--- src/rtl/ppi_bus_master.sv ---
// ppi_bus_master: single-transaction parallel peripheral bus master with
// programmable setup/strobe/hold timing; every output is a flop.
`default_nettype none

module ppi_bus_master #(
  parameter int SETUP_CYCLES  = 1,
  parameter int STROBE_CYCLES = 2,
  parameter int HOLD_CYCLES   = 1
) (
  input  logic       clock,
  input  logic       reset_in,
  input  logic       req_valid,
  output logic       req_ready,
  input  logic       req_write,
  input  logic [1:0] req_address,
  input  logic [7:0] req_wdata,
  output logic       rsp_valid,
  output logic [7:0] rsp_rdata,
  output logic       chip_select_n,
  output logic       read_enable_n,
  output logic       write_enable_n,
  output logic [1:0] address,
  output logic [7:0] data_bus_out,
  output logic       data_bus_oe,
  input  logic [7:0] data_bus_in
);

  typedef enum logic [2:0] {
    IDLE   = 3'd0,
    SETUP  = 3'd1,
    STROBE = 3'd2,
    HOLD   = 3'd3,
    DONE   = 3'd4
  } state_t;

  localparam logic [3:0] SETUP_LOAD  = 4'(SETUP_CYCLES - 1);
  localparam logic [3:0] STROBE_LOAD = 4'(STROBE_CYCLES - 1);
  localparam logic [3:0] HOLD_LOAD   = 4'(HOLD_CYCLES - 1);

  state_t     state_q;
  logic [3:0] phase_q;
  logic       write_q;
  logic       req_ready_q;
  logic       rsp_valid_q;
  logic [7:0] rsp_rdata_q;
  logic       cs_n_q;
  logic       re_n_q;
  logic       we_n_q;
  logic [1:0] address_q;
  logic [7:0] dout_q;
  logic       oe_q;

  always_ff @(posedge clock or posedge reset_in) begin
    if (reset_in) begin
      state_q     <= IDLE;
      phase_q     <= 4'd0;
      write_q     <= 1'b0;
      req_ready_q <= 1'b0;
      rsp_valid_q <= 1'b0;
      rsp_rdata_q <= 8'd0;
      cs_n_q      <= 1'b1;
      re_n_q      <= 1'b1;
      we_n_q      <= 1'b1;
      address_q   <= 2'd0;
      dout_q      <= 8'd0;
      oe_q        <= 1'b0;
    end else begin
      rsp_valid_q <= 1'b0;
      case (state_q)
        IDLE: begin
          // req_ready rises one edge after reset release or DONE
          if (!req_ready_q) begin
            req_ready_q <= 1'b1;
          end else if (req_valid) begin
            req_ready_q <= 1'b0;
            write_q     <= req_write;
            address_q   <= req_address;
            dout_q      <= req_wdata;
            oe_q        <= req_write;
            cs_n_q      <= 1'b0;
            phase_q     <= SETUP_LOAD;
            state_q     <= SETUP;
          end
        end
        SETUP: begin
          if (phase_q == 4'd0) begin
            re_n_q  <= write_q;
            we_n_q  <= ~write_q;
            phase_q <= STROBE_LOAD;
            state_q <= STROBE;
          end else begin
            phase_q <= phase_q - 4'd1;
          end
        end
        STROBE: begin
          if (phase_q == 4'd0) begin
            re_n_q  <= 1'b1;
            we_n_q  <= 1'b1;
            if (!write_q) begin
              rsp_rdata_q <= data_bus_in;
            end
            phase_q <= HOLD_LOAD;
            state_q <= HOLD;
          end else begin
            phase_q <= phase_q - 4'd1;
          end
        end
        HOLD: begin
          if (phase_q == 4'd0) begin
            cs_n_q      <= 1'b1;
            oe_q        <= 1'b0;
            rsp_valid_q <= 1'b1;
            state_q     <= DONE;
          end else begin
            phase_q <= phase_q - 4'd1;
          end
        end
        DONE: begin
          req_ready_q <= 1'b1;
          state_q     <= IDLE;
        end
        default: begin
          state_q <= IDLE;
        end
      endcase
    end
  end

  assign req_ready      = req_ready_q;
  assign rsp_valid      = rsp_valid_q;
  assign rsp_rdata      = rsp_rdata_q;
  assign chip_select_n  = cs_n_q;
  assign read_enable_n  = re_n_q;
  assign write_enable_n = we_n_q;
  assign address        = address_q;
  assign data_bus_out   = dout_q;
  assign data_bus_oe    = oe_q;

endmodule

`default_nettype wire
--- config.mk ---
export PLATFORM = sky130hd
export DESIGN_NAME = ppi_bus_master
export DESIGN_NICKNAME = d
export VERILOG_FILES = /design/src/rtl/ppi_bus_master.sv
export SDC_FILE = /design/constraint.sdc
export NUM_CORES = 1
export LEC_CHECK = 0
export CAP_MARGIN = 40
export CORE_ASPECT_RATIO = 1.25
export CORE_MARGIN = 8
export CORE_UTILIZATION = 35
export DETAILED_ROUTE_END_ITERATION = 6
export GPL_TIMING_DRIVEN = 0
export PLACE_DENSITY = 0.75
export SYNTH_ARGS = -nofsm -noshare
export SYNTH_HDL_FRONTEND = slang
export SYNTH_SLANG_ARGS = --single-unit
export TNS_END_PERCENT = 20
--- constraint.sdc ---
create_clock -name clock -period 2.4 [get_ports clock]
set_input_delay 0.24 -clock clock [delete_from_list [all_inputs] [get_ports clock]]
set_output_delay 0.24 -clock clock [all_outputs]
set_load 0.01 [all_outputs]
==> run summary, run 1 <==
Status: finished, final reports clean
Area Overhead vs Synth: 47.8%
Final WL: 3200 µm
Starting Density: 35.6%
Largest net degree at the start of global routing: 22
Cell taking the most area after synthesis: dfrtp_1
Wire per inst: 14.7 µm
Reg2reg start: phase_q[0]
Final Setup Violations: 0
Total CTS buffers: 5
Fillers: 364
Layout Cells excl Fill: 218
Final instance area: 2090 µm²
Least-Margin Pin Slew: 0.610 ns
Power, Total: 2.92 mW
First-pass GRT wire length: 5260 µm
Post-CTS Resized: 0
Vias in the first global route: 1,090
FF-to-FF End: rsp_rdata[6]
R2R cell count: 5
Tcrit/Tclk final: 75.7%
HP Class: in -> async
CTS Sinks: 32
Register area share after synthesis: 57.0%
DP HPWL: 2490 µm
Fin crit period: 1.82 ns
Die Y: 87.0 µm
Cell area after synthesis: 1410 µm²
Clock skew: 0.00872 ns
Antenna Nets Post-Route: 0
H-tree levels: 2
Most numerous cell in the Yosys netlist: dfrtp_1
Worst EP arrival: 1.99 ns
Pwr per Cell Area: 1400 nW/µm²
Top cells by count, synth: dfrtp_1, mux2_2, inv_1
Number of max-cap violations: 0
Clk slew on worst S/H paths: 0.07 ns
RSZ-0062 raised after global routing: no
Share of layout cells above drive strength 1: 24.1%
Startpoint types: flop
Worst-Skew Late Latency: 0.28 ns
CTS tree: built
Share of the synthesized area in the top cell type: 51.4%
Gr usage total: 10.7%
Die ar.: 6330 µm²
I/O Buffers: 45
Cell variety after synth: 35
Grt ovf: 0
IO Count: 46
Syn Nets: 131
Max VDD drop: 591 µV
Root buf cell: clkbuf_8
Initial antenna violation count: 0
Row count: 26
Via count: 1,068
EDFF count, synth: 0
Die width: 72.8 µm
Post-route DRC violation count: 0
Placement Cell Area: 1960 µm²
Starting DRT DRC Count: 59
Post CTS Setup Buffer Count: 0
Hold Vio Cnt, Final: 0
Yosys warning count: 0
Vias per std cell: 4.90
Synth Area per Inst: 13.1 µm²
Fmax: 550 MHz
Critical Path End Type: flop
Core area: 3970 µm²
Antenna diodes: 0
Worst EP required: 2.57 ns
TNS Setup: 0 ns
Leakage power: 0.855 nW
Slew margin rel.: 59.1%
Critical path peak fanout: 8
1st-pass router iterations: 4
Nets: 184
Syn Inst Count: 108
Synth top area cells: dfrtp_1, mux2_2, dfstp_2
Max-slew violations: 0
DP Cell Count: 210
RePlAce Congestion: 0.855
R2R setup slack: 0.58 ns
Register bit count reported by yosys: 32
Post-synth ARST share: 100%
CTS Buffer Depth: 2
Prevailing post-synth register cell: dfrtp_1
Hold_buf cts: 0
Critical path type: reg -> reg
[worst max path at each step]
stage	endpoint	from	depth (start not counted)
2_1_floorplan	rsp_rdata[0]	phase_q[0]	5
3_3_place_gp	data_bus_out[4]	req_valid	5
3_5_place_dp	rsp_rdata[6]	phase_q[0]	5
4_1_cts	rsp_rdata[6]	phase_q[0]	5
5_1_grt	rsp_rdata[6]	phase_q[0]	5
6_report	rsp_rdata[6]	phase_q[0]	5
[critical path, cell delays in order, from the launching register on]
cell	delay, ns
dfrtp_1	0.42
inv_1	0.07
ha_1	0.22
nor4b_4	0.41
nand4_4	0.24
mux2_2	0.34
[area by class of cell]
type,count,area (µm²),share of cell area (%)
Clock buffer,7,96.3,4.62
Timing Repair Buffer,46,478,22.9
Sequential cell,32,805,38.6
Buffer,4,22.5,1.08
Multi-Input combinational cell,64,554,26.6
Tap cell,56,70.1,3.36
Inverter,8,30.0,1.44
Clock inverter,1,30.0,1.44
[layout by cell type, fill, tap and decap left out, drive strengths merged, types with 2 or more instances in the layout]
cell and instances:
a211oi 3, a311oi 2, a31oi 2, and3 2, buf 2, clkbuf 10, clkdlybuf4s50 45, dfrtp 29
dfstp 3, inv 8, mux2 19, nand2 3, nor2 7, nor3 2, o22a 2, o22ai 2
or2 2, or3 2
[flip-flops by register name (all words and copies together), names as in the netlist, 2 cells and up]
name and cells:
state_q 3, phase_q 4, address 2, rsp_rdata 8
data_bus_out 8
[metrics by stage]
step           hold slack [ns]  worst slack, ns  utilization (%)
6_report                 0.291            0.582             52.6
5_1_grt                  0.325            0.460             52.6
4_1_cts                  0.297            0.575             52.6
3_5_place_dp             0.495            0.582             49.4
3_3_place_gp             0.487            0.627             48.7
2_1_floorplan            0.354            0.806                -
[metal layers]
layer,up-vias,wire (µm),track usage (%)
li1,497,-,-
met1,530,1270,11.7
met2,34,1690,18.2
met3,7,180,4.03
met4,0,55,3.83
met5,-,0,0
[report_power, final]
part | switching, mW | internal, mW
Clock | 0.189 | 0.366
Combinational | 0.582 | 0.778
Sequential | 0.183 | 0.825
Total | 0.954 | 1.97
[logic make-up after synthesis]
group,synth area share (%)
AOI/OAI and AO/OA,10.2
xor gates and xnor gates,0.621
adders and majority gates,0.886
DFF,57.0
buffers and inverters,3.72
and+or+nand+nor,12.4
muxes,15.2
Note: power is estimated with default switching activity, not from simulation.
==> inputs of run 2 (changes only) <==
--- a/config.mk
+++ b/config.mk
@@ -11,7 +11,7 @@
 export CORE_UTILIZATION = 35
 export DETAILED_ROUTE_END_ITERATION = 6
 export GPL_TIMING_DRIVEN = 0
-export PLACE_DENSITY = 0.75
+export PLACE_DENSITY = 0.77
 export SYNTH_ARGS = -nofsm -noshare
 export SYNTH_HDL_FRONTEND = slang
 export SYNTH_SLANG_ARGS = --single-unit
==> constraint.sdc (replaced) <==
create_clock -name clock -period 1.56 [get_ports clock]
set_input_delay 0.156 -clock clock [delete_from_list [all_inputs] [get_ports clock]]
set_output_delay 0.156 -clock clock [all_outputs]
set_load 0.01 [all_outputs]
==> run 2 against run 1 <==
Effect of this change: core utilization up 1.0 points; first-iteration DRC count up 3.4%; maximum frequency up 14%; clock power rose by 25%; critical endpoint is now rsp_rdata[5]; highest routed layer unchanged; largest cell class unchanged; clock skew is 0.0030 ns lower; the run now ends with negative setup slack left; register-to-register slack got worse by 0.61 ns.
==> run summary, run 2 (same netlist as run 1, synthesis figures left out) <==
Status: complete, but fails checks
Failing checks: negative setup slack
Pwr per Cell Area: 2130 nW/µm²
I/O Buffers: 45
Smallest hold slack: 0.257 ns
Worst EP arrival: 1.76 ns
Startpoint types: flop
Setup ws final: -0.0309 ns
Gr usage total: 12.0%
Die Y: 87.0 µm
DP HPWL: 2590 µm
Vias in the first global route: 1,186
Die ar.: 6330 µm²
Hold Vio Cnt, Final: 0
CTS Buffer Depth: 2
RSZ-0062 raised after global routing: yes
Initial antenna violation count: 0
Slowest CP cell: dfrtp_1
First-pass GRT wire length: 5670 µm
Slowest stage delay, CP: 0.39 ns
CP cell instances: inv_2 -> ha_4 -> nor4b_4 -> nand4_4 -> mux2_4
Power, Total: 4.54 mW
Slew margin rel.: 57.8%
CTS tree: built
Final WL: 3460 µm
Post-route DRC violation count: 0
Starting DRT DRC Count: 61
RePlAce Congestion: 0.872
Nets: 190
Starting Density: 35.6%
Wire per inst: 15.5 µm
Clk slew on worst S/H paths: 0.07 ns
Critical Path End Type: flop
Antenna Nets Post-Route: 0
Clock skew: 0.00576 ns
Core area: 3970 µm²
Most common cell after layout, fill and taps aside: clkdlybuf4s50_1
Crit-path leading delay family: simple AND/OR/NAND/NOR gates
Row count: 26
Fin crit period: 1.59 ns
Worst-Skew Late Latency: 0.28 ns
Critical path peak fanout: 8
1st-pass router iterations: 4
HP Class: in -> async
Max VDD drop: 828 µV
Grt ovf: 0
Antenna diodes: 0
Root buf cell: clkbuf_8
Vias per std cell: 4.83
Fmax: 629 MHz
Hold_buf cts: 0
Leakage power: 0.881 nW
Largest net degree at the start of global routing: 19
Number of max-cap violations: 0
Commonest non-fill, non-tap cells in the layout: clkdlybuf4s50_1, dfrtp_1, mux2_2, nor2_1, clkbuf_8
Worst EP required: 1.73 ns
Crit path buffers/inverters: 1
Max-slew violations: 0
Die width: 72.8 µm
Least-Margin Pin Slew: 0.632 ns
Via count: 1,082
Total CTS buffers: 5
Critical path type: reg -> reg
Post-Route Utilization: 53.6%
Area Overhead vs Synth: 50.7%
CTS Sinks: 32
Final Setup Violations: 6
Fillers: 365
IO Count: 46
Share of layout cells above drive strength 1: 29.2%
Tcrit/Tclk final: 102%
H-tree levels: 2
[run 2: worst paths after layout]
path                                start              end  slack (ns)  depth (start not counted)
max in group asynchronous        reset_in   write_enable_n        0.71                          3
hold / removal                   reset_in  data_bus_out[7]        0.26                          2
min in group clock         data_bus_in[2]     rsp_rdata[2]        0.48                          2
hold reg to reg              rsp_rdata[1]     rsp_rdata[1]        0.51                          1
setup reg to reg               phase_q[1]     rsp_rdata[5]       -0.03                          5
setup / recovery               phase_q[1]     rsp_rdata[5]       -0.03                          5
[run 2: routing by layer]
| layer | GRT usage (%) | part of all wire [%] |
|---|---|---|
| met1 | 11.4 | 36 |
| met2 | 21.6 | 57 |
| met3 | 3.92 | 4.4 |
| met4 | 7.12 | 2.7 |
| met5 | 0 | 0 |
[run 2: cell type report]
| cell class | count | area [µm²] | area share, % |
|---|---|---|---|
| clock buffers | 8 | 100 | 4.71 |
| well taps | 56 | 70.1 | 3.29 |
| repair buffers | 52 | 523 | 24.6 |
| multi-input cells | 64 | 576 | 27.1 |
| inverters | 8 | 30.0 | 1.41 |
| plain buffers | 4 | 22.5 | 1.06 |
| flip-flops and latches | 32 | 806 | 37.9 |
[run 2: timing repair]
item | CTS | global route
endpoints found under the hold margin | 0 | 0
gates resized for setup | 5 | 2
buffers inserted | 6 | 0
pin swaps | 3 | 0
endpoints found under the setup margin | 24 | 24
cloned | 0 | 0
[run 2: per-stage QoR]
stage	cells	setup slack (ns)	TNS (ns)	cell area, µm²
floorplan	108	-0.0240	-0.309	1410
global placement	209	-0.169	-2.25	1930
detailed placement	210	-0.230	-3.07	1960
CTS	224	-0.0374	-0.120	2120
global route	224	-0.107	-1.09	2130
finish	224	-0.0309	-0.0662	2130
[run 2: where the power goes]
group	switching [mW]	internal, mW	leakage, nW
Sequential	0.274	1.27	0.380
Clock	0.292	0.402	0.0515
Combinational	0.965	1.33	0.450
